==> src/rtl/cnnip_mem_if.sv <==
// Block-RAM port with the en/we/valid read protocol: the slave answers a read
// issued with en=1, we=0 by pulsing valid with dout a fixed number of cycles later.
interface cnnip_mem_if #(
  parameter int ADDR_WIDTH = 16
);
  logic                  en;
  logic                  we;
  logic [ADDR_WIDTH-1:0] addr;
  logic [31:0]           din;
  logic [31:0]           dout;
  logic                  valid;

  modport master (output en, we, addr, din, input dout, valid);
  modport slave  (input en, we, addr, din, output dout, valid);
endinterface

==> src/rtl/mem_burst_master.sv <==
// Burst initiator: turns a start command into a write burst (from a valid/ready
// stream) or a read burst (onto a valid/ready stream). Read timeout: MEM_BURST_TIMEOUT_EN.
module mem_burst_master #(
  parameter int ADDR_WIDTH     = 16,
  parameter int LEN_WIDTH      = 12,
  parameter int TIMEOUT_CYCLES = 15
) (
  input  logic                  clk,
  input  logic                  arst,
  input  logic                  start,
  input  logic                  rw,
  input  logic [ADDR_WIDTH-1:0] base_addr,
  input  logic [LEN_WIDTH-1:0]  len,
  output logic                  busy,
  output logic                  done,
  output logic                  err,
  input  logic [31:0]           wr_data,
  input  logic                  wr_valid,
  output logic                  wr_ready,
  output logic [31:0]           rd_data,
  output logic                  rd_valid,
  input  logic                  rd_ready,
  cnnip_mem_if.master           mem_if
);

  localparam int WA_W = ADDR_WIDTH - 2;
  localparam logic [WA_W-1:0]      WA_ONE  = 1;
  localparam logic [LEN_WIDTH-1:0] LEN_ONE = 1;

  typedef enum logic [2:0] {
    IDLE,
    WR,
    RD_ISSUE,
    RD_WAIT,
    RD_OUT,
    DONE
  } state_t;

  state_t               state;
  state_t               state_nxt;
  logic [WA_W-1:0]      word_addr;
  logic [LEN_WIDTH-1:0] remain;
  logic                 word_step;
  logic                 cmd_accept;
  logic                 timeout_hit;
  logic                 en_c;
  logic                 we_c;
  logic [31:0]          din_c;

  // Byte-lane bits of the start address carry no meaning for word bursts.
  logic unused_addr_bits;
  assign unused_addr_bits = ^base_addr[1:0];

`ifdef MEM_BURST_TIMEOUT_EN
  localparam int TC_W = $clog2(TIMEOUT_CYCLES + 1);
  localparam logic [TC_W-1:0] TC_ONE  = 1;
  localparam logic [TC_W-1:0] TC_LAST = TC_W'(TIMEOUT_CYCLES - 1);
  logic [TC_W-1:0] wait_cnt;
  logic            err_q;
  assign timeout_hit = (state == RD_WAIT) && !mem_if.valid && (wait_cnt == TC_LAST);
  assign err         = err_q;
`else
  assign timeout_hit = 1'b0;
  assign err         = 1'b0;
`endif

  always_ff @(posedge clk or posedge arst) begin
    if (arst) state <= IDLE;
    else      state <= state_nxt;
  end

  always_comb begin
    state_nxt = state;
    en_c      = 1'b0;
    we_c      = 1'b0;
    din_c     = 32'h0;
    wr_ready  = 1'b0;
    rd_valid  = 1'b0;
    done      = 1'b0;
    case (state)
      IDLE: begin
        if (start) begin
          if (len == '0) state_nxt = DONE;
          else           state_nxt = rw ? WR : RD_ISSUE;
        end
      end
      WR: begin
        wr_ready = 1'b1;
        en_c     = wr_valid;
        we_c     = 1'b1;
        din_c    = wr_data;
        if (wr_valid && (remain == LEN_ONE)) state_nxt = DONE;
      end
      RD_ISSUE: begin
        en_c      = 1'b1;
        state_nxt = RD_WAIT;
      end
      RD_WAIT: begin
        if (mem_if.valid)     state_nxt = RD_OUT;
        else if (timeout_hit) state_nxt = DONE;
      end
      RD_OUT: begin
        rd_valid = 1'b1;
        if (rd_ready) state_nxt = (remain == LEN_ONE) ? DONE : RD_ISSUE;
      end
      DONE: begin
        done      = 1'b1;
        state_nxt = IDLE;
      end
      default: state_nxt = IDLE;
    endcase
  end

  assign busy        = (state != IDLE);
  assign cmd_accept  = (state == IDLE) && start;
  assign word_step   = ((state == WR) && wr_valid) || ((state == RD_OUT) && rd_ready);

  assign mem_if.en   = en_c;
  assign mem_if.we   = we_c;
  assign mem_if.din  = din_c;
  assign mem_if.addr = {word_addr, 2'b00};

  always_ff @(posedge clk or posedge arst) begin
    if (arst) begin
      word_addr <= '0;
      remain    <= '0;
      rd_data   <= 32'h0;
    end else begin
      if (cmd_accept) begin
        word_addr <= base_addr[ADDR_WIDTH-1:2];
        remain    <= len;
      end else if (word_step) begin
        word_addr <= word_addr + WA_ONE;
        if (remain != '0) remain <= remain - LEN_ONE;
      end
      if ((state == RD_WAIT) && mem_if.valid) rd_data <= mem_if.dout;
    end
  end

`ifdef MEM_BURST_TIMEOUT_EN
  // The wait counter restarts on every issue, so each word gets the full budget.
  always_ff @(posedge clk or posedge arst) begin
    if (arst) begin
      wait_cnt <= '0;
      err_q    <= 1'b0;
    end else begin
      if (state == RD_ISSUE)     wait_cnt <= '0;
      else if (state == RD_WAIT) wait_cnt <= wait_cnt + TC_ONE;
      if (cmd_accept)       err_q <= 1'b0;
      else if (timeout_hit) err_q <= 1'b1;
    end
  end
`endif

endmodule

==> src/flat_wrapper.sv <==
// flat-port wrapper written by rule: the top's interface ports become plain ports
module mem_burst_master_flat 
#(
  parameter int ADDR_WIDTH     = 16,
  parameter int LEN_WIDTH      = 12,
  parameter int TIMEOUT_CYCLES = 15
)
  (clk, arst, start, rw, base_addr, len, busy, done, err, wr_data, wr_valid, wr_ready, rd_data, rd_valid, rd_ready, mem_if_en, mem_if_we, mem_if_addr, mem_if_din, mem_if_dout, mem_if_valid);
  cnnip_mem_if #(.ADDR_WIDTH(ADDR_WIDTH)) mem_if_i ();
  input  logic clk;
  input  logic arst;
  input  logic start;
  input  logic rw;
  input  logic [ADDR_WIDTH-1:0] base_addr;
  input  logic [LEN_WIDTH-1:0] len;
  output logic busy;
  output logic done;
  output logic err;
  input  logic [31:0] wr_data;
  input  logic wr_valid;
  output logic wr_ready;
  output logic [31:0] rd_data;
  output logic rd_valid;
  input  logic rd_ready;
  output wire logic [$bits(mem_if_i.en)-1:0] mem_if_en;
  output wire logic [$bits(mem_if_i.we)-1:0] mem_if_we;
  output wire logic [$bits(mem_if_i.addr)-1:0] mem_if_addr;
  output wire logic [$bits(mem_if_i.din)-1:0] mem_if_din;
  input wire logic [$bits(mem_if_i.dout)-1:0] mem_if_dout;
  input wire logic [$bits(mem_if_i.valid)-1:0] mem_if_valid;
  assign mem_if_en = mem_if_i.en;
  assign mem_if_we = mem_if_i.we;
  assign mem_if_addr = mem_if_i.addr;
  assign mem_if_din = mem_if_i.din;
  assign mem_if_i.dout = mem_if_dout;
  assign mem_if_i.valid = mem_if_valid;
  mem_burst_master #(.ADDR_WIDTH(ADDR_WIDTH), .LEN_WIDTH(LEN_WIDTH), .TIMEOUT_CYCLES(TIMEOUT_CYCLES)) u_core (.clk(clk), .arst(arst), .start(start), .rw(rw), .base_addr(base_addr), .len(len), .busy(busy), .done(done), .err(err), .wr_data(wr_data), .wr_valid(wr_valid), .wr_ready(wr_ready), .rd_data(rd_data), .rd_valid(rd_valid), .rd_ready(rd_ready), .mem_if(mem_if_i));
endmodule
==> config.mk <==
export PLATFORM = sky130hd
export DESIGN_NAME = mem_burst_master_flat
export DESIGN_NICKNAME = d
export VERILOG_FILES = /design/src/rtl/cnnip_mem_if.sv /design/src/rtl/mem_burst_master.sv /design/src/flat_wrapper.sv
export SDC_FILE = /design/constraint.sdc
export NUM_CORES = 1
export LEC_CHECK = 0
export ABC_AREA = 1
export CORE_AREA = 2 2 108 110
export DETAILED_ROUTE_END_ITERATION = 6
export DIE_AREA = 0 0 110 112
export DONT_BUFFER_PORTS = 1
export SYNTH_ARGS = -nofsm -noshare
export SYNTH_HDL_FRONTEND = slang
export SYNTH_SLANG_ARGS = --single-unit
==> constraint.sdc <==
create_clock -name clk -period 1.83 [get_ports clk]
set_input_delay 0.0915 -clock clk [delete_from_list [all_inputs] [get_ports clk]]
set_output_delay 0.0915 -clock clk [all_outputs]
set_load 0.1 [all_outputs]
Word level (Yosys, flattened, before mapping)
Index checks and enable logic that the tools add are counted.
{"block": "classes", "add_sub_neg": 2, "eq_ne": 10, "reduce_logical": 14, "muxes": 18}
{"operator": "12-bit 2-to-1 mux", "n": 3}
{"operator": "32-bit 2-to-1 mux", "n": 1}
{"operator": "14-bit 2-to-1 mux", "n": 2}
{"operator": "3-bit 2-to-1 mux", "n": 6}
{"operator": "3-bit one-hot mux with 5 select lines", "n": 1}
{"operator": "14-bit by 1-bit adder with 14-bit output (second input constant)", "n": 1}
{"operator": "12-bit by 1-bit == test with 1-bit output (second input constant)", "n": 1}
{"operator": "12-bit logical NOT", "n": 1}
{"operator": "12-bit nonzero test", "n": 1}
{"operator": "12-bit by 1-bit subtractor with 12-bit output (second input constant)", "n": 1}
{"operator": "3-bit by 2-bit == test with 1-bit output (second input constant)", "n": 2}
{"operator": "3-bit == test (second input constant)", "n": 2}
{"operator": "2-bit != test (second input constant)", "n": 3}
{"operator": "1-bit logical AND", "n": 5}
{"operator": "4-bit AND reduction", "n": 1}
{"operator": "2-bit nonzero test", "n": 2}
{"operator": "3-bit by 1-bit == test with 1-bit output (second input constant)", "n": 1}
{"operator": "3-bit logical NOT", "n": 1}
{"operator": "1-bit 2-to-1 mux", "n": 3}
{"operator": "3-bit nonzero test", "n": 1}
{"operator": "2-bit 2-to-1 mux", "n": 1}
{"operator": "2-bit by 1-bit != test with 1-bit output (second input constant)", "n": 1}
{"operator": "1-bit one-hot mux with 2 select lines", "n": 1}
{"operator": "2-bit AND reduction", "n": 1}
{"operator": "1-bit logical OR", "n": 1}
{"block": "word_totals", "inputBits": 99, "register_bits": 61, "output_inout_bits": 87, "word_cells": 48}

Longest topological paths before layout
{"block": "depth", "word_depth": 5, "mapped_depth": 12, "mapped_depth_nobuf": 11}

Least setup slack after synthesis
Ideal clock, no wire load.
{"block": "synth_timing", "kind": "register to register", "from": "reg u_core.state[0]", "to": "reg u_core.state[0]", "period_less_slack_ns": 3.403, "setup_slack_ns": -1.573, "setup_ns": 0.118, "t_arrival_ns": 3.285, "path_stages_with_launch": 8, "cell_sequence": "dfrtp_1 buf_6 nor3_1 nand2_1 nand3_1 a21oi_1 nand2_1 nand2_1"}
{"block": "synth_via", "elab_chain_cells": 3, "word_cells_on_any_way": 11, "classes_between": "8 x eq/ne; 1 x mux; 2 x reduce/logical"}
{"element": "start: declaration", "line_no": "mem_burst_master.sv:39", "text": "state_t state;"}
{"element": "start signal: assignment", "line_no": "mem_burst_master.sv:69", "text": "else state <= state_nxt;"}
{"element": "3-bit by 1-bit == test with 1-bit output, or another cell as far along", "line_no": "mem_burst_master.sv:80", "text": "case (state)"}
{"element": "2-bit by 1-bit != test with 1-bit output (no line) or 2-bit != test (tied branches)"}
{"element": "4-bit AND reduction (no line)"}
Parallel ways exist; a longest one is shown, timed or not.
A chain may end at the register's enable or synchronous reset.

Worst setup path after layout
{"block": "layout_timing", "from": "reg u_core.state[2]", "to": "out mem_if_din[3]"}
{"block": "layout_via", "elab_chain_cells": 2}
{"element": "3-bit by 1-bit == test with 1-bit output", "line_no": "mem_burst_master.sv:80"}
{"element": "32-bit 2-to-1 mux", "line_no": "mem_burst_master.sv:80"}
{"element": "end: declaration", "line_no": "flat_wrapper.sv:28", "text": "output wire logic [$bits(mem_if_i.din)-1:0] mem_if_din;"}
No other way between the ends.

==> flow_metrics.tcl <==
set metrics [dict create \
    layout.filler_cells 1000 \
    detail_route.first_pass.iterations 5 \
    detail_route.drc_violations 0 \
    number_of_standard_cells_in_the_final_layout_excluding_fillers 783 \
    whs_endpoint "u_core.word_addr[7]$_DFFE_PP0P_" \
    cts.path.max_buffers 2 \
    grt_overflow_total 0 \
    holdCritPathClass "input port to flip-flop" \
    top_area_cells_in_the_synthesized_netlist "sky130_fd_sc_hd__dfrtp_1 (40%), sky130_fd_sc_hd__nand2_1 (12%), sky130_fd_sc_hd__mux2_4 (12%), sky130_fd_sc_hd__nor2_1 (8.2%), sky130_fd_sc_hd__inv_1 (7.3%)" \
    final_layout_size_suffix_gt1_share_pct 30.6 \
    grt_first_pass_wirelength_mm 17.6 \
    area.sequential_um2 1530 \
    hold_path.startpoint "base_addr[9]" \
    post-dp-hpwl_mm 7.97 \
    synth_top_area_cell "sky130_fd_sc_hd__dfrtp_1" \
    finalHoldViolCount 0 \
    postLayoutCoreUtil_pct 53.2 \
    clock_sink_count 61 \
    final_common_cell "sky130_fd_sc_hd__nand2_1" \
    core_region_area_um2 11200 \
    max_slew_vio_count 0 \
    post-cts-setup-buffer-count 0 \
    place_inst 722 \
    multi_input_logic_area_um2 1990 \
    synthToLayoutAreaGrowth_pct 55.4 \
    first_global_vias 3896 \
    arrival_time_at_the_worst_endpoint_ns 1.61 \
    synth.yosys.warnings 0 \
    min_period_over_period_pct 92.7 \
    synth_enable_flop_cells 0 \
    detail_route.iter0.violations 194 \
    post_synthesis_cell_area_um2 3830 \
    initial_core_util_pct 34.3 \
    pin_count_of_the_biggest_net_entering_global_routing 62 \
    design.die.area_um2 12300 \
    timing.clock.skew_ns 0.00372 \
    synth_area_per_cell_um2 7.61 \
    dominantRegCellSynth "sky130_fd_sc_hd__dfrtp_1" \
    grt_setup_unrepaired "no" \
    fin_crit_ns 1.70 \
    vias 3752 \
    rr_endpoint "u_core.remain[5]$_DFFE_PP0P_" \
    avgViaCountPerCell 4.79 \
    die-width_um 110 \
    syn-instance-count 503 \
    timing.setup.critical_path_class "flip-flop to output pin" \
    antenna_found_initial 0 \
    ys_async_sr_fraction_pct 100 \
    worst_setup_path_start_kind "flip-flop" \
    run_status "complete, no violations" \
    max_cap_violations 0 \
    timing.reg2reg.setup_slack_ns 0.20 \
    floorplan.io_pins 186 \
    hold_path_depth 4 \
    dpl_cell_area_um2 5160 \
    cp_data_required_time_ns 1.74 \
    chipHeight_um 112 \
    drtAntennaViolNets 0 \
    nNetsFinal 738 \
    rd_place_congestion 0.812 \
    wire_per_inst_um 14.2 \
    clkTransAtPathRegs_ns 0.05 \
    postSynthRegisterBits 61 \
    synth_sequential_area_ratio_pct 39.9 \
    totalWireLength_mm 11.1 \
    fmax_mhz 589 \
    clock-root-buffer "sky130_fd_sc_hd__clkbuf_16" \
    insertedDiodeCount 0 \
    worst_r2r_startpoint "u_core.remain[0]$_DFFE_PP0P_" \
    clock_latency_ns 0.33 \
    cts_buffers 9 \
    path_max_fanout 34 \
    cts_tree "done" \
    layout_common_cells "sky130_fd_sc_hd__nand2_1 (127), sky130_fd_sc_hd__inv_1 (72), sky130_fd_sc_hd__buf_4 (57), sky130_fd_sc_hd__dfrtp_1 (56), sky130_fd_sc_hd__nor2_1 (52)" \
    gr-usage-all-layers_pct 18.2 \
    critPathCaptureType "output pin" \
    netlist.area_leader.share_pct 39.9 \
    hold-worst-slack_ns 0.0101 \
    yosysUniqueCellTypes 33 \
    port-buffer-count 0 \
    timing.reg2reg.worst_path_depth 11 \
    finalSetupViolCount 0 \
    htree_levels 3 \
    layout.cell_area.non_filler_um2 5950 \
    placement_rows 39 \
]
-- final cells by class --
type | instances | share of cell area (%)
multi-input cells | 348 | 33.5
repair buffers | 139 | 27.2
flip-flops and latches | 61 | 25.8
inverters | 76 | 4.84
clock buffers | 10 | 3.85
well taps | 143 | 3.01
clock inverters | 6 | 1.87
-- registers in the layout, summed over array words and instances (netlist names) --
| register | flops |
|---|---|
| u_core.word_addr | 14 |
| u_core.remain | 12 |
| u_core.state | 3 |
| u_core.rd_data | 32 |
-- worst max-delay path: stages (launching register included) --
cell                      delay [ns]
sky130_fd_sc_hd__dfrtp_1        0.43
sky130_fd_sc_hd__inv_4          0.15
sky130_fd_sc_hd__nand3_2        0.11
sky130_fd_sc_hd__buf_12         0.19
sky130_fd_sc_hd__nor2_2         0.19
sky130_fd_sc_hd__buf_12         0.20
-- worst max path at each step --
stage	start	end	slack, ns	depth (start not counted)
global placement	u_core.remain[0]$_DFFE_PP0P_	u_core.remain[5]$_DFFE_PP0P_	0.24	11
finish	u_core.state[2]$_DFFE_PP0P_	mem_if_din[3]	0.13	5
CTS	u_core.state[2]$_DFFE_PP0P_	mem_if_din[4]	0.05	5
floorplan	u_core.state[2]$_DFFE_PP0P_	mem_if_din[10]	-0.50	4
detailed placement	u_core.remain[0]$_DFFE_PP0P_	u_core.remain[5]$_DFFE_PP0P_	0.19	11
global route	u_core.remain[4]$_DFFE_PP0P_	u_core.remain[5]$_DFFE_PP0P_	0.003	8
-- cells in the mapped netlist, types with 2 or more instances --
cell type and count:
sky130_fd_sc_hd__xor2_1 2, sky130_fd_sc_hd__buf_2 4, sky130_fd_sc_hd__a31oi_1 3, sky130_fd_sc_hd__ha_1 4
sky130_fd_sc_hd__buf_6 4, sky130_fd_sc_hd__nand2_1 127, sky130_fd_sc_hd__a21oi_1 4, sky130_fd_sc_hd__dfrtp_1 61
sky130_fd_sc_hd__o21ai_1 8, sky130_fd_sc_hd__nor3_1 4, sky130_fd_sc_hd__nand3_1 35, sky130_fd_sc_hd__inv_2 2
sky130_fd_sc_hd__buf_4 8, sky130_fd_sc_hd__mux2_4 30, sky130_fd_sc_hd__nor2_1 84, sky130_fd_sc_hd__inv_1 74
sky130_fd_sc_hd__or2_2 6, sky130_fd_sc_hd__o211ai_1 2, sky130_fd_sc_hd__mux2_2 2, sky130_fd_sc_hd__o21ai_0 20
sky130_fd_sc_hd__nand4_1 4, sky130_fd_sc_hd__clkbuf_1 4
-- routing by layer --
| layer | track usage (%) | routed length (um) | share of wire, % |
|---|---|---|---|
| met1 | 19.8 | 4390 | 40 |
| met2 | 33.7 | 5780 | 52 |
| met3 | 3.34 | 690 | 6.2 |
| met4 | 7.76 | 222 | 2.0 |
| met5 | 0 | 0 | 0 |
-- stage by stage --
stage | setup WS [ns] | setup TNS (ns)
finish | 0.133 | 0
global route | 0.00275 | 0
CTS | 0.0477 | 0
detailed placement | 0.190 | 0
global placement | 0.239 | 0
floorplan | -0.498 | -16.08
-- logic make-up (layout without fill, tap and decap cells) --
| group | count (synthesis) | count (layout) | synth area share (%) |
|---|---|---|---|
| buffers and inverters | 96 | 231 | 11.1 |
| adder cells (fa/ha/maj) | 4 | 4 | 1.31 |
| multiplexers | 32 | 32 | 12.4 |
| XOR/XNOR | 3 | 3 | 0.687 |
| AND/OR/NAND/NOR | 267 | 267 | 29.1 |
| AO/OA/AOI/OAI | 39 | 39 | 5.43 |
| flip-flops | 61 | 61 | 39.9 |
| other | 1 | 3 | 0.0980 |
-- what timing repair did --
item	CTS	global route
endpoints found under the setup margin	0	2
hold endpoints to repair	105	0
resized for setup	0	1
hold buffers	45	0
Power is not shown: default switching activity piles up to over one toggle a cycle in this logic, so the estimate is an artifact.
